===== src/rtl/inst_decode_stage_if.sv =====
// Decode-stage bus: upstream instruction handshake, flush, downstream
// handshake and the decoded payload.
interface inst_decode_stage_if #(
    parameter int unsigned XLEN = 32
);
    logic            i_flush;
    logic            i_valid;
    logic            o_ready;
    logic [31:0]     i_inst;
    logic [XLEN-1:0] i_pc;
    logic            o_valid;
    logic            i_ready;
    logic [XLEN-1:0] o_pc;
    logic [6:0]      o_instOP;
    logic [4:0]      o_instRS1;
    logic [4:0]      o_instRS2;
    logic [4:0]      o_instRD;
    logic [11:0]     o_instCSR;
    logic [XLEN-1:0] o_instIMM;
    logic            o_isIllegal;
    logic            o_isALU;
    logic            o_isECALL;
    logic            o_isEBREAK;
    logic            o_isMRET;
    logic            o_isCSR;
    logic            o_isW;

    modport master (
        output i_flush, i_valid, i_inst, i_pc, i_ready,
        input  o_ready, o_valid, o_pc, o_instOP, o_instRS1, o_instRS2, o_instRD,
               o_instCSR, o_instIMM, o_isIllegal, o_isALU, o_isECALL, o_isEBREAK,
               o_isMRET, o_isCSR, o_isW
    );

    modport slave (
        input  i_flush, i_valid, i_inst, i_pc, i_ready,
        output o_ready, o_valid, o_pc, o_instOP, o_instRS1, o_instRS2, o_instRD,
               o_instCSR, o_instIMM, o_isIllegal, o_isALU, o_isECALL, o_isEBREAK,
               o_isMRET, o_isCSR, o_isW
    );
endinterface


===== src/rtl/inst_decode_stage.sv =====
// RISC-V instruction decode stage: combinational decode at the input,
// registered into a two-entry (output + skid) buffer with valid/ready handshakes.
module inst_decode_stage #(
    parameter int unsigned XLEN         = 32,
    parameter int unsigned RV_EXT_M     = 0,
    parameter int unsigned RV_EXT_ZICSR = 1
) (
    input  logic                i_clock,
    input  logic                i_reset,
    inst_decode_stage_if.slave  bus
);
    localparam bit IS64 = (XLEN == 64);

    localparam logic [6:0] OP_LUI    = 7'b0110111;
    localparam logic [6:0] OP_AUIPC  = 7'b0010111;
    localparam logic [6:0] OP_JAL    = 7'b1101111;
    localparam logic [6:0] OP_JALR   = 7'b1100111;
    localparam logic [6:0] OP_BRANCH = 7'b1100011;
    localparam logic [6:0] OP_LOAD   = 7'b0000011;
    localparam logic [6:0] OP_STORE  = 7'b0100011;
    localparam logic [6:0] OP_IMM    = 7'b0010011;
    localparam logic [6:0] OP_IMM32  = 7'b0011011;
    localparam logic [6:0] OP_REG    = 7'b0110011;
    localparam logic [6:0] OP_REG32  = 7'b0111011;
    localparam logic [6:0] OP_SYSTEM = 7'b1110011;

    typedef struct packed {
        logic [XLEN-1:0] pc;
        logic [6:0]      op;
        logic [4:0]      rs1;
        logic [4:0]      rs2;
        logic [4:0]      rd;
        logic [11:0]     csr;
        logic [XLEN-1:0] imm;
        logic            isIllegal;
        logic            isALU;
        logic            isECALL;
        logic            isEBREAK;
        logic            isMRET;
        logic            isCSR;
        logic            isW;
    } entry_t;

    typedef enum logic [1:0] {EMPTY = 2'd0, ONE = 2'd1, TWO = 2'd2} state_t;

    logic [31:0]     inst;
    logic [2:0]      f3;
    logic [6:0]      f7;
    logic [XLEN-1:0] immI, immS, immB, immJ, immU, shamt, shamtW;
    logic            legal, alu, ecall, ebreak, mret, csrOp, wOp;
    logic [XLEN-1:0] imm;
    entry_t          dec;

    assign inst   = bus.i_inst;
    assign f3     = inst[14:12];
    assign f7     = inst[31:25];
    assign immI   = XLEN'($signed(inst[31:20]));
    assign immS   = XLEN'($signed({inst[31:25], inst[11:7]}));
    assign immB   = XLEN'($signed({inst[31], inst[7], inst[30:25], inst[11:8], 1'b0}));
    assign immJ   = XLEN'($signed({inst[31], inst[19:12], inst[20], inst[30:21], 1'b0}));
    assign immU   = XLEN'($signed({inst[31:12], 12'b0}));
    assign shamt  = IS64 ? XLEN'(inst[25:20]) : XLEN'(inst[24:20]);
    assign shamtW = XLEN'(inst[24:20]);

    always_comb begin
        legal  = 1'b0;
        alu    = 1'b0;
        ecall  = 1'b0;
        ebreak = 1'b0;
        mret   = 1'b0;
        csrOp  = 1'b0;
        wOp    = 1'b0;
        imm    = '0;
        unique case (inst[6:0])
            OP_LUI, OP_AUIPC: begin legal = 1'b1; alu = 1'b1; imm = immU; end
            OP_JAL:    begin legal = 1'b1; imm = immJ; end
            OP_JALR:   begin legal = (f3 == 3'b000); imm = immI; end
            OP_BRANCH: begin legal = (f3 != 3'b010) && (f3 != 3'b011); imm = immB; end
            OP_LOAD: begin
                legal = (f3 inside {3'b000, 3'b001, 3'b010, 3'b100, 3'b101}) ||
                        (IS64 && (f3 inside {3'b011, 3'b110}));
                imm   = immI;
            end
            OP_STORE: begin
                legal = (f3 inside {3'b000, 3'b001, 3'b010}) || (IS64 && (f3 == 3'b011));
                imm   = immS;
            end
            OP_IMM: begin
                alu = 1'b1;
                // shift immediates: bit 25 is shamt[5] on RV64 and must be 0 on RV32
                if (f3 == 3'b001) begin
                    legal = (inst[31:26] == 6'b000000) && (IS64 || !inst[25]);
                    imm   = shamt;
                end else if (f3 == 3'b101) begin
                    legal = (inst[31:26] inside {6'b000000, 6'b010000}) && (IS64 || !inst[25]);
                    imm   = shamt;
                end else begin
                    legal = 1'b1;
                    imm   = immI;
                end
            end
            OP_IMM32: begin
                alu = 1'b1;
                wOp = 1'b1;
                if (f3 == 3'b000) begin
                    legal = IS64;
                    imm   = immI;
                end else begin
                    legal = IS64 && (((f3 == 3'b001) && (f7 == 7'b0000000)) ||
                                     ((f3 == 3'b101) && (f7 inside {7'b0000000, 7'b0100000})));
                    imm   = shamtW;
                end
            end
            OP_REG: begin
                alu   = 1'b1;
                legal = (f7 == 7'b0000000) ||
                        ((f7 == 7'b0100000) && (f3 inside {3'b000, 3'b101})) ||
                        ((f7 == 7'b0000001) && (RV_EXT_M != 0));
            end
            OP_REG32: begin
                alu   = 1'b1;
                wOp   = 1'b1;
                legal = IS64 &&
                        (((f7 == 7'b0000000) && (f3 inside {3'b000, 3'b001, 3'b101})) ||
                         ((f7 == 7'b0100000) && (f3 inside {3'b000, 3'b101})) ||
                         ((f7 == 7'b0000001) && (RV_EXT_M != 0) &&
                          (f3 inside {3'b000, 3'b100, 3'b101, 3'b110, 3'b111})));
            end
            OP_SYSTEM: begin
                if (f3 == 3'b000) begin
                    ecall  = (inst == 32'h0000_0073);
                    ebreak = (inst == 32'h0010_0073);
                    mret   = (inst == 32'h3020_0073);
                    legal  = ecall || ebreak || mret;
                end else begin
                    csrOp = (f3 != 3'b100) && (RV_EXT_ZICSR != 0);
                    legal = csrOp;
                end
            end
            default: legal = 1'b0;
        endcase
    end

    always_comb begin
        dec     = '0;
        dec.pc  = bus.i_pc;
        dec.op  = inst[6:0];
        dec.rs1 = inst[19:15];
        dec.rs2 = inst[24:20];
        dec.rd  = inst[11:7];
        dec.csr = inst[31:20];
        if (legal) begin
            dec.imm      = imm;
            dec.isALU    = alu;
            dec.isECALL  = ecall;
            dec.isEBREAK = ebreak;
            dec.isMRET   = mret;
            dec.isCSR    = csrOp;
            dec.isW      = wOp;
        end else begin
            dec.isIllegal = 1'b1;
        end
    end

    state_t state, stateNext;
    entry_t outReg, skidReg, outNext, skidNext;
    logic   readyReg;
    logic   accept, pop;

    assign accept = bus.i_valid && readyReg;
    assign pop    = (state != EMPTY) && bus.i_ready;

    always_comb begin
        stateNext = state;
        outNext   = outReg;
        skidNext  = skidReg;
        if (bus.i_flush) begin
            stateNext = EMPTY;
            outNext   = '0;
            skidNext  = '0;
        end else begin
            unique case (state)
                EMPTY: if (accept) begin outNext = dec; stateNext = ONE; end
                ONE: begin
                    if (accept && !pop) begin
                        skidNext  = dec;
                        stateNext = TWO;
                    end else if (accept && pop) begin
                        outNext   = dec;
                    end else if (pop) begin
                        stateNext = EMPTY;
                    end
                end
                TWO: if (pop) begin outNext = skidReg; stateNext = ONE; end
                default: stateNext = EMPTY;
            endcase
        end
    end

    // ready mirrors "skid slot free" but stays low until the first edge out of reset
    always_ff @(posedge i_clock or negedge i_reset) begin
        if (!i_reset) begin
            state    <= EMPTY;
            readyReg <= 1'b0;
            outReg   <= '0;
            skidReg  <= '0;
        end else begin
            state    <= stateNext;
            readyReg <= (stateNext != TWO);
            outReg   <= outNext;
            skidReg  <= skidNext;
        end
    end

    assign bus.o_ready     = readyReg;
    assign bus.o_valid     = (state != EMPTY);
    assign bus.o_pc        = outReg.pc;
    assign bus.o_instOP    = outReg.op;
    assign bus.o_instRS1   = outReg.rs1;
    assign bus.o_instRS2   = outReg.rs2;
    assign bus.o_instRD    = outReg.rd;
    assign bus.o_instCSR   = outReg.csr;
    assign bus.o_instIMM   = outReg.imm;
    assign bus.o_isIllegal = outReg.isIllegal;
    assign bus.o_isALU     = outReg.isALU;
    assign bus.o_isECALL   = outReg.isECALL;
    assign bus.o_isEBREAK  = outReg.isEBREAK;
    assign bus.o_isMRET    = outReg.isMRET;
    assign bus.o_isCSR     = outReg.isCSR;
    assign bus.o_isW       = outReg.isW;
endmodule

===== src/flat_wrapper.sv =====
// flat-port wrapper written by rule: the top's interface ports become plain ports
module inst_decode_stage_flat 
#(
    parameter int unsigned XLEN         = 32,
    parameter int unsigned RV_EXT_M     = 0,
    parameter int unsigned RV_EXT_ZICSR = 1
)
  (i_clock, i_reset, bus_i_flush, bus_i_valid, bus_i_inst, bus_i_pc, bus_i_ready, bus_o_ready, bus_o_valid, bus_o_pc, bus_o_instOP, bus_o_instRS1, bus_o_instRS2, bus_o_instRD, bus_o_instCSR, bus_o_instIMM, bus_o_isIllegal, bus_o_isALU, bus_o_isECALL, bus_o_isEBREAK, bus_o_isMRET, bus_o_isCSR, bus_o_isW);
  inst_decode_stage_if #(.XLEN(XLEN)) bus_i ();
  input  logic i_clock;
  input  logic i_reset;
  input wire logic [$bits(bus_i.i_flush)-1:0] bus_i_flush;
  input wire logic [$bits(bus_i.i_valid)-1:0] bus_i_valid;
  input wire logic [$bits(bus_i.i_inst)-1:0] bus_i_inst;
  input wire logic [$bits(bus_i.i_pc)-1:0] bus_i_pc;
  input wire logic [$bits(bus_i.i_ready)-1:0] bus_i_ready;
  output wire logic [$bits(bus_i.o_ready)-1:0] bus_o_ready;
  output wire logic [$bits(bus_i.o_valid)-1:0] bus_o_valid;
  output wire logic [$bits(bus_i.o_pc)-1:0] bus_o_pc;
  output wire logic [$bits(bus_i.o_instOP)-1:0] bus_o_instOP;
  output wire logic [$bits(bus_i.o_instRS1)-1:0] bus_o_instRS1;
  output wire logic [$bits(bus_i.o_instRS2)-1:0] bus_o_instRS2;
  output wire logic [$bits(bus_i.o_instRD)-1:0] bus_o_instRD;
  output wire logic [$bits(bus_i.o_instCSR)-1:0] bus_o_instCSR;
  output wire logic [$bits(bus_i.o_instIMM)-1:0] bus_o_instIMM;
  output wire logic [$bits(bus_i.o_isIllegal)-1:0] bus_o_isIllegal;
  output wire logic [$bits(bus_i.o_isALU)-1:0] bus_o_isALU;
  output wire logic [$bits(bus_i.o_isECALL)-1:0] bus_o_isECALL;
  output wire logic [$bits(bus_i.o_isEBREAK)-1:0] bus_o_isEBREAK;
  output wire logic [$bits(bus_i.o_isMRET)-1:0] bus_o_isMRET;
  output wire logic [$bits(bus_i.o_isCSR)-1:0] bus_o_isCSR;
  output wire logic [$bits(bus_i.o_isW)-1:0] bus_o_isW;
  assign bus_i.i_flush = bus_i_flush;
  assign bus_i.i_valid = bus_i_valid;
  assign bus_i.i_inst = bus_i_inst;
  assign bus_i.i_pc = bus_i_pc;
  assign bus_i.i_ready = bus_i_ready;
  assign bus_o_ready = bus_i.o_ready;
  assign bus_o_valid = bus_i.o_valid;
  assign bus_o_pc = bus_i.o_pc;
  assign bus_o_instOP = bus_i.o_instOP;
  assign bus_o_instRS1 = bus_i.o_instRS1;
  assign bus_o_instRS2 = bus_i.o_instRS2;
  assign bus_o_instRD = bus_i.o_instRD;
  assign bus_o_instCSR = bus_i.o_instCSR;
  assign bus_o_instIMM = bus_i.o_instIMM;
  assign bus_o_isIllegal = bus_i.o_isIllegal;
  assign bus_o_isALU = bus_i.o_isALU;
  assign bus_o_isECALL = bus_i.o_isECALL;
  assign bus_o_isEBREAK = bus_i.o_isEBREAK;
  assign bus_o_isMRET = bus_i.o_isMRET;
  assign bus_o_isCSR = bus_i.o_isCSR;
  assign bus_o_isW = bus_i.o_isW;
  inst_decode_stage #(.XLEN(XLEN), .RV_EXT_M(RV_EXT_M), .RV_EXT_ZICSR(RV_EXT_ZICSR)) u_core (.i_clock(i_clock), .i_reset(i_reset), .bus(bus_i));
endmodule

===== config.mk =====
export PLATFORM = sky130hd
export DESIGN_NAME = inst_decode_stage_flat
export DESIGN_NICKNAME = d
export VERILOG_FILES = /design/src/rtl/inst_decode_stage_if.sv /design/src/rtl/inst_decode_stage.sv /design/src/flat_wrapper.sv
export SDC_FILE = /design/constraint.sdc
export NUM_CORES = 1
export LEC_CHECK = 0
export ABC_AREA = 0
export BUFFER_PORTS_ARGS = -buffer_cell sky130_fd_sc_hd__buf_4
export CORE_ASPECT_RATIO = 0.6
export CORE_MARGIN = 4
export CORE_UTILIZATION = 25
export CTS_CLUSTER_DIAMETER = 80
export DETAILED_ROUTE_END_ITERATION = 8
export PLACE_DENSITY = 0.44
export SKIP_LAST_GASP = 1
export SLEW_MARGIN = 40
export SYNTH_ARGS = -nofsm -noshare
export SYNTH_HDL_FRONTEND = slang
export SYNTH_SLANG_ARGS = --single-unit

===== constraint.sdc =====
create_clock -name i_clock -period 2.1 [get_ports i_clock]
set_input_delay 0.21 -clock i_clock [delete_from_list [all_inputs] [get_ports i_clock]]
set_output_delay 0.21 -clock i_clock [all_outputs]
set_load 0.02 [all_outputs]

==> impl_results.md <==
* Hold WC Path Type: in2reg
* CTS tree: yes
* H-tree levels at 1
* Wirelength per Cell at 20.5 um
* Ys async rst share at 100%
* Total GRT Usage at 16.2%
* Sw Share at about a third
* Cells after Synth at about 1100
* Clock power share at a little over a third
* Worst hold slack at 0.0691 ns
* Critical path required time at 2.53 ns
* Final Max Tran Viols at 0
* I/O Pins at about 180
* Synth top area share at roughly half
* Port bufs at 175
* Logic pwr share at between 20% and 30%
* Crit start category: register
* Power per Cell Area at between 800 and 900 nW/um2
* Flop pwr share at between 30% and 40%
* Actual slew at the worst max-slew pin at 0.721 ns
* Number of endpoints failing setup at the final stage at 0
* Max incr delay on CP at ~0.44 ns
* VDD IR max at between 0.0005 and 0.0006 V
* Drc violations at 0
* Initial DRC Count at 671
* Status: finished, final reports clean
* Hold path start: bus_i_flush
* DRT antenna net count at 0
* Sequential share of the synthesized area at 51.0%
* Rows at between 50 and 60
* Core Region at between 30000 and 40000 um2
* Fmax at about 480 MHz
* Minimum clock period after layout at 2.09 ns
* Diodes inserted at 0
* First-pass GRT wire length at approximately 55000 um
* Nets at roughly 1400
* CTS buffer count at 23
* Post-synth EDFFs at 0
* P_leak at around 0.0063 uW
* CTS Root Buffer Type: clkbuf_16
* Gr ovfl total at 0
* Inst Count DP at ~1700
* Vias after detailed routing at between 9000 and 10000
* Fin crit share at ~100%
* P&R area growth vs syn at 46.3%
* Pwr Total at roughly 12000 uW
* CTS Sinks at just over 200
* Max Cap Viol at 0
* Post-Route WL at 38100 um
* Worst setup path category: reg2reg
* Slew headroom at just over 50%
* Worst setup margin at 0.00910 ns
* DP Worst Slack at -0.167 ns
* Largest net degree at the start of global routing at 79
* Ys flop type: dfrtp_1
* Critical path launch point: u_core.state[0]
* Synth top area cells: dfrtp_1, nand2_1, mux2i_1, a21oi_1, a211oi_1
* Crit end category: register
* Most frequent cell after synthesis: dfrtp_1
* Longest Clk Path Bufs at 3
* RSZ-0062 raised after global routing: true
* Biggest area consumer among synthesized cells: dfrtp_1
* Final hold violation count at 0
* Netlist cell types at 65
* Syn avg cell area at between 9 and 10 um2
* CTS clk-pin slew, worst paths at about 0.060 ns
* Switch Pwr at just under 4000 uW
* GPL Wtd Cong at roughly 0.82
* Internal power at ~8300 uW
* Synth Cell Area at between 9000 and 10000 um2
* Reg2reg start: u_core.state[0]
* Cell chain of the critical path: ha_4, buf_6, nor3_4, buf_6, o2bb2ai_4, buf_12, buf_12, clkbuf_16, nor2_1, a211oi_1
* Skew-Pair Late Insertion Delay at between 0.5 and 0.6 ns
* Die X at between 200 and 300 um
* Die footprint at between 40000 and 50000 um2
* Initial antenna violation count at 0
* Iteration count of the initial detailed-routing pass at 5
* Setup Skew at 0.0260 ns
* TNS Setup at 0 ns
* Seq cells post-synth at about 200
* Number of global-route vias before repair at roughly 9000
* Initial Util at about a quarter
* Die Y at about 160 um
* DR vias/cell at 4.89
* Detailed Place HPWL at 24000 um
* Post-route insts no fill at roughly 1900
* Arrival time worst endpoint at about 2.5 ns
* Syn. warnings at 0
* CP max FO at 7
* Top cells by count, synth: dfrtp_1, nand2_1, a21oi_1
* CP max stage cell: dfrtp_2
* Mapped Nets at 1125
* Ratio of cells with drive above 1 in the final layout at around 31%
## cells in the final DEF (no fill, tap or decap), types with 5 or more instances in the layout
cell / synthesis / final
and3_1: 17 / 8
nor3_1: 11 / 8
nand2_1: 181 / 179
a21o_1: 12 / 12
dfrtp_1: 203 / 202
clkbuf_16: 0 / 35
a211oi_1: 63 / 35
nor2_1: 82 / 80
inv_1: 8 / 5
buf_4: 7 / 235
clkbuf_8: 0 / 5
a41o_1: 6 / 6
clkbuf_1: 64 / 6
nand3_1: 26 / 26
nand2b_1: 13 / 13
buf_6: 4 / 9
and3_4: 0 / 9
a21oi_1: 111 / 97
a32o_1: 7 / 7
a21oi_2: 0 / 13
o22ai_1: 16 / 16
o31ai_1: 8 / 7
buf_12: 0 / 22
mux2i_1: 61 / 61
o21ai_0: 34 / 33
nor4_1: 6 / 6
a22o_1: 24 / 24
dlygate4sd3_1: 0 / 52
a211oi_2: 0 / 27
## flip-flops by register name (all words and copies together), names as in the netlist, 2 cells and up
register	cells
u_core.bus.o_instCSR	8
u_core.bus.o_instIMM	32
u_core.bus.o_instOP	7
u_core.bus.o_instRD	5
u_core.bus.o_instRS1	5
u_core.bus.o_instRS2	4
u_core.bus.o_pc	32
u_core.skidReg	100
u_core.state	2
## power groups by stage
| stage | Clock (uW) | Sequential (uW) | Combinational, uW |
|---|---|---|---|
| 4_1_cts | 4380 | 4440 | 2970 |
| 2_1_floorplan | 0 | 4770 | 1140 |
| 5_1_grt | 4550 | 4480 | 3820 |
| 3_5_place_dp | 0 | 4510 | 2810 |
| 6_report | 4250 | 4440 | 3580 |
| 3_3_place_gp | 0 | 4510 | 2800 |
## cell families (layout without fill, tap and decap cells)
group / Yosys count / count (layout) / share of synthesized area, %
AOI/OAI and AO/OA: 305 / 305 / 20.2
buffers and inverters: 104 / 383 / 4.58
muxes: 61 / 61 / 6.13
xor gates and xnor gates: 1 / 1 / 0.0880
and+or+nand+nor: 374 / 374 / 17.5
DFF: 203 / 203 / 51.0
adders and majority gates: 4 / 4 / 0.503
## layout make-up
class	count	area, um2
clock buffer	33	653
tap	522	653
sequential	203	5080
clock inverter	7	116
timing repair buffer	335	3240
multi-input combinational	745	4790
fill	3959	24600
inverter	8	30.0
## final timing paths
kind,end,slack (ns),depth (start not counted)
hold / removal,u_core.skidReg[55],0.07,2
min in group asynchronous,u_core.skidReg[28],0.11,2
max in group asynchronous,u_core.bus.o_pc[26],1.27,3
hold reg to reg,u_core.skidReg[6],0.51,2
setup / recovery,u_core.bus.o_instCSR[4],0.009,10
setup reg to reg,u_core.bus.o_instCSR[4],0.009,10
## through the flow
| stage | util [%] | area (um2) |
|---|---|---|
| floorplan | - | 9990 |
| global placement | 31.9 | 12500 |
| detailed placement | 31.9 | 12500 |
| CTS | 35.4 | 13900 |
| global route | 37.2 | 14600 |
| finish | 37.2 | 14600 |
## per-layer routing
metal | GRT usage [%] | vias to the layer above | wire, um
met5 | 0 | - | 0
met4 | 1.98 | 0 | 378
met3 | 2.72 | 29 | 1680
met2 | 24.1 | 193 | 16400
met1 | 25.4 | 4556 | 19600
li1 | - | 4288 | -
## critical path, delay by kind of cell (launching register included)
| family | cells | cell delay [ns] |
|---|---|---|
| AOI/OAI and AO/OA | 2 | 0.31 |
| adders and majority gates | 1 | 0.18 |
| DFF | 1 | 0.44 |
| buffers and inverters | 5 | 0.77 |
| and+or+nand+nor | 2 | 0.28 |
## what timing repair did
action,CTS,global route
setup buffers,2,1
hold buffers,52,0
resized for setup,7,84
cloned,1,13
hold endpoints to repair,254,0
pin swaps,3,46
endpoints found under the setup margin,48,135
Power figures use the tool's default switching activity.
